`config.mk`:
```
export PLATFORM = sky130hd
export DESIGN_NAME = fetch_unit
export DESIGN_NICKNAME = d
export VERILOG_FILES = /design/src/rtl/fetch_unit.sv
export SDC_FILE = /design/constraint.sdc
export NUM_CORES = 1
export LEC_CHECK = 0
export CAP_MARGIN = 15
export CORE_MARGIN = 4
export CORE_UTILIZATION = 44
export CTS_CLUSTER_DIAMETER = 200
export DETAILED_ROUTE_END_ITERATION = 7
export PLACE_DENSITY_LB_ADDON = 0.08
export SLEW_MARGIN = 10
export SYNTH_ARGS = -nofsm -noshare
export SYNTH_HDL_FRONTEND = slang
export SYNTH_SLANG_ARGS = --single-unit
```
`constraint.sdc`:
```
create_clock -name clk -period 2.9 [get_ports clk]
set_input_delay 0.435 -clock clk [delete_from_list [all_inputs] [get_ports clk]]
set_output_delay 0.435 -clock clk [all_outputs]
set_load 0.01 [all_outputs]
```
`src/rtl/fetch_unit.sv`:
```
// Instruction-fetch stage: owns the PC, issues one imem request at a time and
// feeds the IF/ID register, inserting NOP bubbles when nothing valid is ready.
module fetch_unit #(
    parameter logic [31:0] RESET_PC  = 32'h0000_1000,
    parameter logic [31:0] NOP_INSTR = 32'h0000_0013
) (
    input  logic        clk,
    input  logic        reset,
    input  logic        stall,
    input  logic        redirect,
    input  logic [31:0] redirect_pc,
    output logic        imem_req,
    output logic [31:0] imem_addr,
    input  logic        imem_gnt,
    input  logic        imem_rvalid,
    input  logic [31:0] imem_rdata,
    output logic        if_id_write,
    output logic [31:0] next_PC_out,
    output logic [31:0] ir_out
);

    typedef enum logic [1:0] {
        S_REQ  = 2'd0,
        S_WAIT = 2'd1,
        S_HOLD = 2'd2,
        S_DROP = 2'd3
    } state_t;

    state_t      r_state;
    state_t      w_state_nxt;
    logic [31:0] r_pc;
    logic [31:0] w_pc_nxt;
    logic [31:0] r_ir_buf;
    logic [31:0] w_ir_buf_nxt;
    logic [31:0] w_pc_plus4;
    logic [31:0] w_redirect_pc;
    logic        w_deliver;

    assign w_pc_plus4    = r_pc + 32'd4;
    assign w_redirect_pc = redirect_pc & ~32'h0000_0003;

    assign imem_req  = ~reset & (r_state == S_REQ);
    assign imem_addr = r_pc;

    // Redirect overrides stall so the flush bubble always reaches IF/ID.
    assign if_id_write = ~reset & (redirect | ~stall);
    assign w_deliver   = ~reset & ~stall & ~redirect &
                         (((r_state == S_WAIT) & imem_rvalid) | (r_state == S_HOLD));

    always_comb begin
        ir_out      = NOP_INSTR;
        next_PC_out = '0;
        if (w_deliver) begin
            ir_out      = (r_state == S_HOLD) ? r_ir_buf : imem_rdata;
            next_PC_out = w_pc_plus4;
        end
    end

    always_comb begin
        w_state_nxt  = r_state;
        w_pc_nxt     = r_pc;
        w_ir_buf_nxt = r_ir_buf;
        case (r_state)
            S_REQ: begin
                if (redirect) w_pc_nxt = w_redirect_pc;
                if (imem_gnt) w_state_nxt = redirect ? S_DROP : S_WAIT;
            end
            S_WAIT: begin
                if (imem_rvalid) begin
                    if (redirect) begin
                        w_pc_nxt    = w_redirect_pc;
                        w_state_nxt = S_REQ;
                    end else if (!stall) begin
                        w_pc_nxt    = w_pc_plus4;
                        w_state_nxt = S_REQ;
                    end else begin
                        w_ir_buf_nxt = imem_rdata;
                        w_state_nxt  = S_HOLD;
                    end
                end else if (redirect) begin
                    w_pc_nxt    = w_redirect_pc;
                    w_state_nxt = S_DROP;
                end
            end
            S_HOLD: begin
                if (redirect) begin
                    w_pc_nxt    = w_redirect_pc;
                    w_state_nxt = S_REQ;
                end else if (!stall) begin
                    w_pc_nxt    = w_pc_plus4;
                    w_state_nxt = S_REQ;
                end
            end
            S_DROP: begin
                if (redirect)    w_pc_nxt = w_redirect_pc;
                if (imem_rvalid) w_state_nxt = S_REQ;
            end
            default: w_state_nxt = S_REQ;
        endcase
    end

    always_ff @(posedge clk) begin
        if (reset) begin
            r_state  <= S_REQ;
            r_pc     <= RESET_PC;
            r_ir_buf <= NOP_INSTR;
        end else begin
            r_state  <= w_state_nxt;
            r_pc     <= w_pc_nxt;
            r_ir_buf <= w_ir_buf_nxt;
        end
    end

endmodule

```
==> metrics.md, run 1 <==
| Metric | Value |
|---|---|
| Share of layout cells above drive strength 1 | `12.3%` |
| Worst setup EP type | `output port` |
| GPL Wtd Cong | `0.846` |
| Placed insts | `861` |
| Hold-fix buffers, CTS | `0` |
| Synth top area share | `31.2%` |
| Drt pass-1 iters | `5` |
| Synth warnings | `0` |
| Clk buf depth | `2` |
| Core area | `9280 µm²` |
| Crit path kind | `flop to output port` |
| Clock insertion delay at the later pin of the skew report | `0.34 ns` |
| Arrival @ worst endpoint | `2.34 ns` |
| Fin cells | `884` |
| Pin count of the biggest net entering global routing | `45` |
| Max Freq | `360 MHz` |
| Startpoint Class | `flop` |
| Post-route cell area | `6530 µm²` |
| Fin. max-slew vios | `0` |
| Ant. Diodes | `0` |
| Min Tclk post-route | `2.78 ns` |
| Worst-Margin Slew | `0.536 ns` |
| Maximum fanout along the worst path | `6` |
| WL per Instance | `15.8 µm` |
| Final setup fails | `0` |
| H-Tree Depth | `3` |
| Row count | `35` |
| Synth top area cells | `dfxtp_1 (31%), nand2_1 (8.6%), nor2_1 (7.4%)` |
| First-pass GRT wire length | `22,800 µm` |
| Cell variety after synth | `56` |
| Final worst-path cycle share | `95.8%` |
| LEAKAGE | `2.47 nW` |
| Final Skew | `0.0124 ns` |
| Area growth syn-to-layout | `54.3%` |
| 1st-iter DRT viols | `214` |
| CTS tree | `yes` |
| Port-buffer cells | `165` |
| Die Wd | `106 µm` |
| Mean Syn Cell Area | `7.34 µm²` |
| Die span in y | `106 µm` |
| Post-layout util | `70.3%` |
| Clock sink count | `66` |
| EDFF count, synth | `0` |
| Via density | `5.41` |
| GR Overflow Total | `0` |
| Routed vias | `4,780` |
| Cts bufs inserted | `9` |
| Starting Density | `45.6%` |
| MaxCap Viol Count | `0` |
| Die area | `11,200 µm²` |
| Ys async rst share | `0%` |
| Synthesized flop and latch total | `66` |
| PwrDens | `610 nW/µm²` |
| Critical Path RT | `2.47 ns` |
| Initial antenna violation count | `0` |
| Ys flop type | `dfxtp_1` |
| Post-DP HPWL | `10,000 µm` |
| Hold Vio Cnt, Final | `0` |
| Vias in the first global route | `4,681` |
| Drt drc | `0` |
| Mapped cell area | `4230 µm²` |
| Root Buffer Master | `clkbuf_8` |
| GR Util All Layers | `24.5%` |
| Worst path cell trace | `nand4_4 > buf_4 > or2_2 > nor3_2 > xnor2_1 > nor2_1 > clkdlybuf4s50_1` |
| Mapped Nets | `652` |
| Number of nets in the layout | `826` |
| Max VDD drop | `0.330 mV` |
| Placed inst area | `6150 µm²` |
| Sequential element share of the synthesized area | `31.2%` |
| Cells after synthesis | `576` |
| Hold Path Class | `flop to flop` |
| Routed WL | `14,000 µm` |
| Post-DRT Antenna Nets | `0` |
| CP max stage cell | `clkdlybuf4s50_1` |
| I/O pin count | `168` |
| Max stage delay on crit path | `0.54 ns` |
| Slew headroom | `64.2%` |
| Run status | `finished clean` |
| Clk pin slew, worst setup/hold paths | `0.08 ns` |
| Cell taking the most area after synthesis | `dfxtp_1` |
[path summary, 6_finish.rpt]
kind / from / endpoint / slack, ns / cells past startpoint
setup / recovery: imem_addr[4] / next_PC_out[15] / 0.12 / 7
hold / removal: r_ir_buf[27] / r_ir_buf[27] / 0.46 / 2
hold reg to reg: r_ir_buf[27] / r_ir_buf[27] / 0.46 / 2
setup reg to reg: r_state[0] / imem_addr[29] / 0.54 / 9
[synthesized netlist by cell type, types with 2 or more instances]
master	instances
a32oi_1	3
o21ai_0	24
nor3_1	10
dfxtp_1	66
or3_1	2
nand4_1	8
a21o_1	2
or2_2	2
o311ai_0	3
a211o_1	3
clkbuf_1	38
o311ai_1	3
nand2b_1	2
mux2i_1	30
inv_1	13
ha_1	6
nor4_4	3
a211oi_1	2
and2_1	5
o211ai_1	2
nand3_1	20
o31a_1	2
a22oi_1	5
o22ai_1	5
a221oi_1	3
a41oi_1	5
nor4_1	4
a21oi_1	40
nor2_1	83
nand2_1	97
nand4_4	2
xor2_1	19
buf_2	7
and3_1	9
nand4b_1	2
a31oi_1	10
xnor2_1	10
nor2b_1	8
[layout by cell type, fill, tap and decap left out, types with 13 or more instances in the layout]
master	n
nand2_1	95
mux2i_1	30
inv_1	13
clkdlybuf4s50_1	158
xor2_1	19
nor2_1	83
nand3_1	19
a21oi_1	40
o21ai_0	24
buf_4	42
dfxtp_1	56
[metal layers]
metal  GRT usage, %  routed length (µm)  up-vias
met2           41.0                6580      160
met4           7.40                 223        0
met1           32.2                6410     2251
met3           4.31                 737       19
li1               -                   -     2350
met5              0                   0        -
[repair_timing]
action                     CTS  global route
gates resized for setup      6            21
buffers inserted             3             4
pin swaps                    2             5
setup endpoints to repair   44            56
[state kept, by name (all words and copies together) (netlist names)]
name / count
imem_addr: 32
r_ir_buf: 32
r_state: 2
[cells by family after synthesis]
logic type | Yosys count | share of synthesized area [%]
adder cells (fa/ha/maj) | 6 | 1.77
AND/OR/NAND/NOR | 263 | 29.5
buffers and inverters | 61 | 5.89
multiplexers | 31 | 7.42
flip-flops | 66 | 31.2
AO/OA/AOI/OAI | 120 | 18.2
XOR/XNOR | 29 | 6.00
[through the flow]
step | setup WS (ns) | TNS [ns] | hold WS, ns | power [mW]
2_1_floorplan | 0.698 | 0 | 0.436 | 2.21
3_3_place_gp | 0.242 | 0 | 0.441 | 2.92
3_5_place_dp | 0.190 | 0 | 0.447 | 2.96
4_1_cts | 0.00184 | 0 | 0.458 | 3.96
5_1_grt | -0.00553 | -0.00553 | 0.476 | 4.22
6_report | 0.120 | 0 | 0.456 | 3.98
[power by group]
part	internal, mW	leakage, nW	switching [mW]
Sequential	1.05	0.541	0.163
Clock	0.598	0.127	0.384
Combinational	0.871	1.80	0.919
Total	2.51	2.47	1.47
[final cells by class]
| cell class | count | area, µm² |
|---|---|---|
| Tap cell | 129 | 161 |
| Sequential cell | 66 | 1330 |
| Timing Repair Buffer | 210 | 2030 |
| Inverter | 14 | 52.6 |
| Multi-Input combinational cell | 449 | 2700 |
| Clock inverter | 6 | 113 |
| Fill cell | 795 | 2760 |
| Clock buffer | 10 | 138 |
[worst max-delay path, delay by kind of cell, from the launching register on]
kind / cells / cell delay [ns]
AND/OR/NAND/NOR: 4 / 0.78
XOR/XNOR: 1 / 0.11
flip-flops: 1 / 0.38
buffers and inverters: 2 / 0.74
Note: power is estimated with default switching activity, not from simulation.
==> run 2: changes to the inputs <==
--- a/config.mk
+++ b/config.mk
@@ -6,11 +6,11 @@
 export NUM_CORES = 1
 export LEC_CHECK = 0
 export CAP_MARGIN = 15
-export CORE_MARGIN = 4
 export CORE_UTILIZATION = 44
 export CTS_CLUSTER_DIAMETER = 200
 export DETAILED_ROUTE_END_ITERATION = 7
 export PLACE_DENSITY_LB_ADDON = 0.08
+export SETUP_SLACK_MARGIN = 0.1
 export SLEW_MARGIN = 10
 export SYNTH_ARGS = -nofsm -noshare
 export SYNTH_HDL_FRONTEND = slang
==> metrics.md, run 2 (synthesis results as in run 1) <==
| Metric | Value |
|---|---|
| Post-DP HPWL | `9270 µm` |
| H-Tree Depth | `3` |
| Critical Path RT | `2.47 ns` |
| Worst-Margin Slew | `0.797 ns` |
| Port-buffer cells | `165` |
| Setup TNS | `0 ns` |
| WHS Path Cells | `2` |
| MaxCap Viol Count | `0` |
| Worst path cell trace | `nand4_4 > nor4_4 > buf_6 > nand4_1 > xor2_1 > nor2_1 > clkdlybuf4s50_1` |
| Final Skew | `0.0120 ns` |
| Arrival @ worst endpoint | `2.29 ns` |
| Reg-to-reg startpoint | `r_state[0]` |
| LEAKAGE | `2.55 nW` |
| Vias in the first global route | `4,409` |
| Final worst-path cycle share | `93.8%` |
| Critical path depth | `7` |
| Hold Path Class | `flop to flop` |
| Placed inst area | `6170 µm²` |
| Critical path's top delay family | `simple AND/OR/NAND/NOR gates` |
| Ant. Diodes | `0` |
| Pin count of the biggest net entering global routing | `45` |
| WL per Instance | `15.1 µm` |
| GR Util All Layers | `26.5%` |
| Overall Power | `3.80 mW` |
| Post-layout util | `70.4%` |
| Fin. max-slew vios | `0` |
| Routed vias | `4,778` |
| Reg area | `1340 µm²` |
| Number of nets in the layout | `832` |
| CP endpoint | `next_PC_out[20]` |
| GPL Wtd Cong | `0.826` |
| Max VDD drop | `0.365 mV` |
| Cts bufs inserted | `9` |
| Run status | `finished clean` |
| Min Tclk post-route | `2.72 ns` |
| Startpoint Class | `flop` |
| Row count | `35` |
| I/O pin count | `168` |
| Share of layout cells above drive strength 1 | `13.5%` |
| Clock insertion delay at the later pin of the skew report | `0.34 ns` |
| Worst path bufs/invs | `2` |
| Die area | `10,000 µm²` |
| CP max stage cell | `clkdlybuf4s50_1` |
| FILL cells | `780` |
| Worst setup path start | `imem_addr[12]` |
| Post-DRT Antenna Nets | `0` |
| Clk buf depth | `2` |
| Crit path kind | `flop to output port` |
| 1st-iter DRT viols | `216` |
| RSZ-0062 raised after global routing | `yes` |
| Die span in y | `100 µm` |
| Drt drc | `0` |
| Starting Density | `45.6%` |
| GR Overflow Total | `0` |
| Maximum fanout along the worst path | `4` |
| Initial antenna violation count | `0` |
| Multi-input logic area | `2700 µm²` |
| CTS tree | `yes` |
| First-pass GRT wire length | `21,200 µm` |
| Post-route cell area | `6530 µm²` |
| PwrDens | `581 nW/µm²` |
| Most frequent cells in the layout | `clkdlybuf4s50_1 (153), nand2_1 (95), nor2_1 (82)` |
| Commonest non-fill, non-tap cell in the layout | `clkdlybuf4s50_1` |
| Die Wd | `100 µm` |
| Core area | `9280 µm²` |
| Worst Reg-to-Reg Cells | `9` |
| Routed WL | `13,500 µm` |
| Area growth syn-to-layout | `54.4%` |
| Slew headroom | `46.6%` |
| Final setup fails | `0` |
| Worst reg2reg path endpoint | `imem_addr[24]` |
| Root Buffer Master | `clkbuf_8` |
| Max Freq | `368 MHz` |
| Clock sink count | `66` |
| Hold Vio Cnt, Final | `0` |
| Max stage delay on crit path | `0.55 ns` |
| Reg2Reg Setup Slack | `0.47 ns` |
| Drt pass-1 iters | `4` |
| HP Start | `r_ir_buf[8]` |
| Via density | `5.37` |
| Worst setup EP type | `output port` |
| Clk pin slew, worst setup/hold paths | `0.08 ns` |
-- run 2: cell types whose count changed in the layout (fill, tap and decap cells not counted), moves of 2 or more --
cell,delta
bufinv_16,-2
clkinvlp_4,+2
buf_4,+5
dfxtp_1,-4
dlygate4sd2_1,+2
dlymetal6s2s_1,+3
clkdlybuf4s50_1,-5
dfxtp_2,+3
-- run 2: cell type report --
| cell class | instances | share of cell area, % |
|---|---|---|
| repair buffers | 216 | 31.9 |
| clock buffers | 9 | 1.90 |
| inverters | 14 | 0.804 |
| multi-input cells | 449 | 41.3 |
| flip-flops and latches | 66 | 20.5 |
| well taps | 129 | 2.47 |
| clock inverters | 7 | 1.17 |
-- run 2: per-layer routing --
layer  vias up  global-route usage, %  wire [µm]  part of all wire, %
met4         0                   8.81        282                  2.1
met2       161                   43.6       6330                   47
met1      2222                   35.0       6080                   45
li1       2372                      -          -                    -
met3        23                   4.94        789                  5.9
met5         -                      0          0                    0
-- run 2: report_power, final --
part	internal, mW	switching, mW
sequential	1.05	0.160
combinational	0.869	0.921
clock	0.403	0.394
total	2.32	1.48
-- run 2: how the worst min path moves through the flow --
stage	endpoint	slack, ns
global route	r_ir_buf[30]	0.47
floorplan	r_ir_buf[10]	0.44
detailed placement	r_ir_buf[30]	0.45
CTS	r_ir_buf[8]	0.46
finish	r_ir_buf[8]	0.46
global placement	r_ir_buf[15]	0.44
-- run 2: tightest hold or removal path: cells and delay by family (launching register included) --
| kind | cells | cell delay (ns) |
|---|---|---|
| DFF | 1 | 0.31 |
| and+or+nand+nor | 1 | 0.05 |
| AOI/OAI and AO/OA | 1 | 0.05 |
-- run 2: timing repair --
item,CTS,global route
gates cloned,1,0
hold buffers,0,0
endpoints found under the setup margin,22,32
gates resized for setup,18,21
pin swaps,2,2
buffers inserted,4,6
-- run 2: through the flow --
step	setup WS, ns	std cells	hold slack (ns)
finish	0.179	890	0.457
global route	0.0180	890	0.474
CTS	0.0812	884	0.457
detailed placement	0.168	863	0.446
global placement	0.210	863	0.442
floorplan	0.698	576	0.436
==> run 3: changes to the inputs <==
--- a/config.mk
+++ b/config.mk
@@ -11,6 +11,7 @@
 export DETAILED_ROUTE_END_ITERATION = 7
 export PLACE_DENSITY_LB_ADDON = 0.08
 export SETUP_SLACK_MARGIN = 0.1
+export SKIP_CTS_REPAIR_TIMING = 1
 export SLEW_MARGIN = 10
 export SYNTH_ARGS = -nofsm -noshare
 export SYNTH_HDL_FRONTEND = slang
==> metrics.md, run 3 (synthesis results as in run 1) <==
| Metric | Value |
|---|---|
| First-pass GRT wire length | `20,900 µm` |
| Placed insts | `863` |
| Crit path kind | `flop to output port` |
| Drt pass-1 iters | `5` |
| Maximum fanout along the worst path | `6` |
| Setup TNS | `0 ns` |
| Worst setup EP type | `output port` |
| Root Buffer Master | `clkbuf_8` |
| GRT met1 Usage | `34.7%` |
| Max VDD drop | `0.364 mV` |
| Arrival @ worst endpoint | `2.32 ns` |
| Pin count of the biggest net entering global routing | `45` |
| Worst Hold Slack | `0.457 ns` |
| Ant. Diodes | `0` |
| Worst path bufs/invs | `4` |
| Starting Density | `45.6%` |
| Placed inst area | `6170 µm²` |
| Slew headroom | `46.6%` |
| Initial antenna violation count | `0` |
| Pre-CTS setup slack | `0.168 ns` |
| PwrDens | `579 nW/µm²` |
| Die Wd | `100 µm` |
| Clk buf depth | `2` |
| Met3 global-route usage | `5.15%` |
| Sw frac | `38.9%` |
| Die area | `10,000 µm²` |
| Fin. max-slew vios | `0` |
| Seq pwr share | `31.8%` |
| MaxCap Viol Count | `0` |
| Overall Power | `3.79 mW` |
| Max stage delay on crit path | `0.39 ns` |
| I/O pin count | `168` |
| Pint | `2.32 mW` |
| Final worst-path cycle share | `95.0%` |
| Cts bufs inserted | `9` |
| Max Freq | `363 MHz` |
| Port-buffer cells | `165` |
| Min Tclk post-route | `2.75 ns` |
| H-Tree Depth | `3` |
| Post-layout util | `70.6%` |
| Routed vias | `4,800` |
| Worst path cell trace | `ha_4 > nand2_2 > nor4_4 > buf_4 > buf_2 > buf_4 > nand4_1 > xor2_1 > nor2_1 > clkbuf_2` |
| Area growth syn-to-layout | `54.9%` |
| RSZ-0062 raised after global routing | `yes` |
| Drt drc | `0` |
| Commonest non-fill, non-tap cell in the layout | `clkdlybuf4s50_1` |
| Psw | `1.47 mW` |
| Most frequent cells in the layout | `clkdlybuf4s50_1 (149), nand2_1 (96), nor2_1 (82)` |
| Clock insertion delay at the later pin of the skew report | `0.35 ns` |
| CTS tree | `yes` |
| Met2 usage | `42.6%` |
| Post-route cell area | `6550 µm²` |
| Clock share of power | `21.1%` |
| WHS Path Cells | `2` |
| Worst Reg-to-Reg Cells | `9` |
| Row count | `35` |
| Vias in the first global route | `4,334` |
| FILL cells | `775` |
| Share of layout cells above drive strength 1 | `13.2%` |
| Comb pwr share | `47.1%` |
| Worst-Margin Slew | `0.798 ns` |
| Die span in y | `100 µm` |
| Clk pin slew, worst setup/hold paths | `0.08 ns` |
| Setup ws final | `0.146 ns` |
| Core area | `9280 µm²` |
| GPL Wtd Cong | `0.826` |
| WL per Instance | `15.2 µm` |
| Multi-input logic area | `2700 µm²` |
| Critical path's top delay family | `simple AND/OR/NAND/NOR gates` |
| Fin cells | `892` |
| Via density | `5.38` |
| Hold Vio Cnt, Final | `0` |
| LEAKAGE | `2.64 nW` |
| Critical path depth | `10` |
| Hold Path Class | `flop to flop` |
| GR Util All Layers | `26.1%` |
| Final setup fails | `0` |
| Post-DP HPWL | `9270 µm` |
| Final Skew | `0.0119 ns` |
| GR Overflow Total | `0` |
| Reg area | `1340 µm²` |
| Post-DRT Antenna Nets | `0` |
| GRT Max-Usage Layer | `met2` |
| Most used cell, CP | `buf_4` |
| Clock sink count | `66` |
| CP max stage cell | `dfxtp_1` |
| Startpoint Class | `flop` |
| Number of nets in the layout | `834` |
| Routed WL | `13,500 µm` |
| 1st-iter DRT viols | `257` |
| Critical Path RT | `2.47 ns` |
| Run status | `finished clean` |
==> run 3: cell count changes in the layout (fill, tap and decap cells not counted) <==
cell / before / now
nand3_1: 19 / 18
dlymetal6s2s_1: 10 / 15
clkdlybuf4s50_1: 153 / 149
nand2_1: 95 / 96
dlygate4sd2_1: 2 / 0
nand2_2: 2 / 1
clkbuf_2: 0 / 1
dfxtp_2: 13 / 8
dfxtp_1: 52 / 57
buf_2: 0 / 1
buf_4: 47 / 48
nand3_2: 2 / 3
==> run 3: worst paths after layout <==
kind                              startpoint              end  slack [ns]
worst max-delay path            imem_addr[3]  next_PC_out[20]        0.15
worst min-delay path            r_ir_buf[30]     r_ir_buf[30]        0.46
worst max register to register    r_state[0]    imem_addr[24]        0.48
worst min register to register  r_ir_buf[30]     r_ir_buf[30]        0.46
==> run 3: worst reg2reg max path, delay by kind of cell (launching register included) <==
family                     cells  cell delay, ns
and+or+nand+nor                4            1.07
buffers and inverters          3            0.62
adders and majority gates      1            0.22
DFF                            1            0.34
AOI/OAI and AO/OA              1            0.07
==> run 3: cell type report <==
type	count	share of cell area, %
Clock inverter	7	1.17
Tap cell	129	2.46
Sequential cell	66	20.4
Inverter	14	0.802
Timing Repair Buffer	218	32.1
Multi-Input combinational cell	449	41.2
Clock buffer	9	1.89
==> run 3: routing by layer <==
metal,vias to the layer above,routed length (µm)
met4,0,241
met1,2249,6100
met3,19,801
met5,-,0
li1,2368,-
met2,164,6410
==> run 3: power groups by stage <==
stage	Clock, mW	Sequential, mW	Combinational, mW
2_1_floorplan	0	1.24	0.971
3_3_place_gp	0	1.20	1.73
3_5_place_dp	0	1.21	1.76
4_1_cts	0.821	1.19	1.77
5_1_grt	0.860	1.22	1.94
6_report	0.799	1.21	1.79
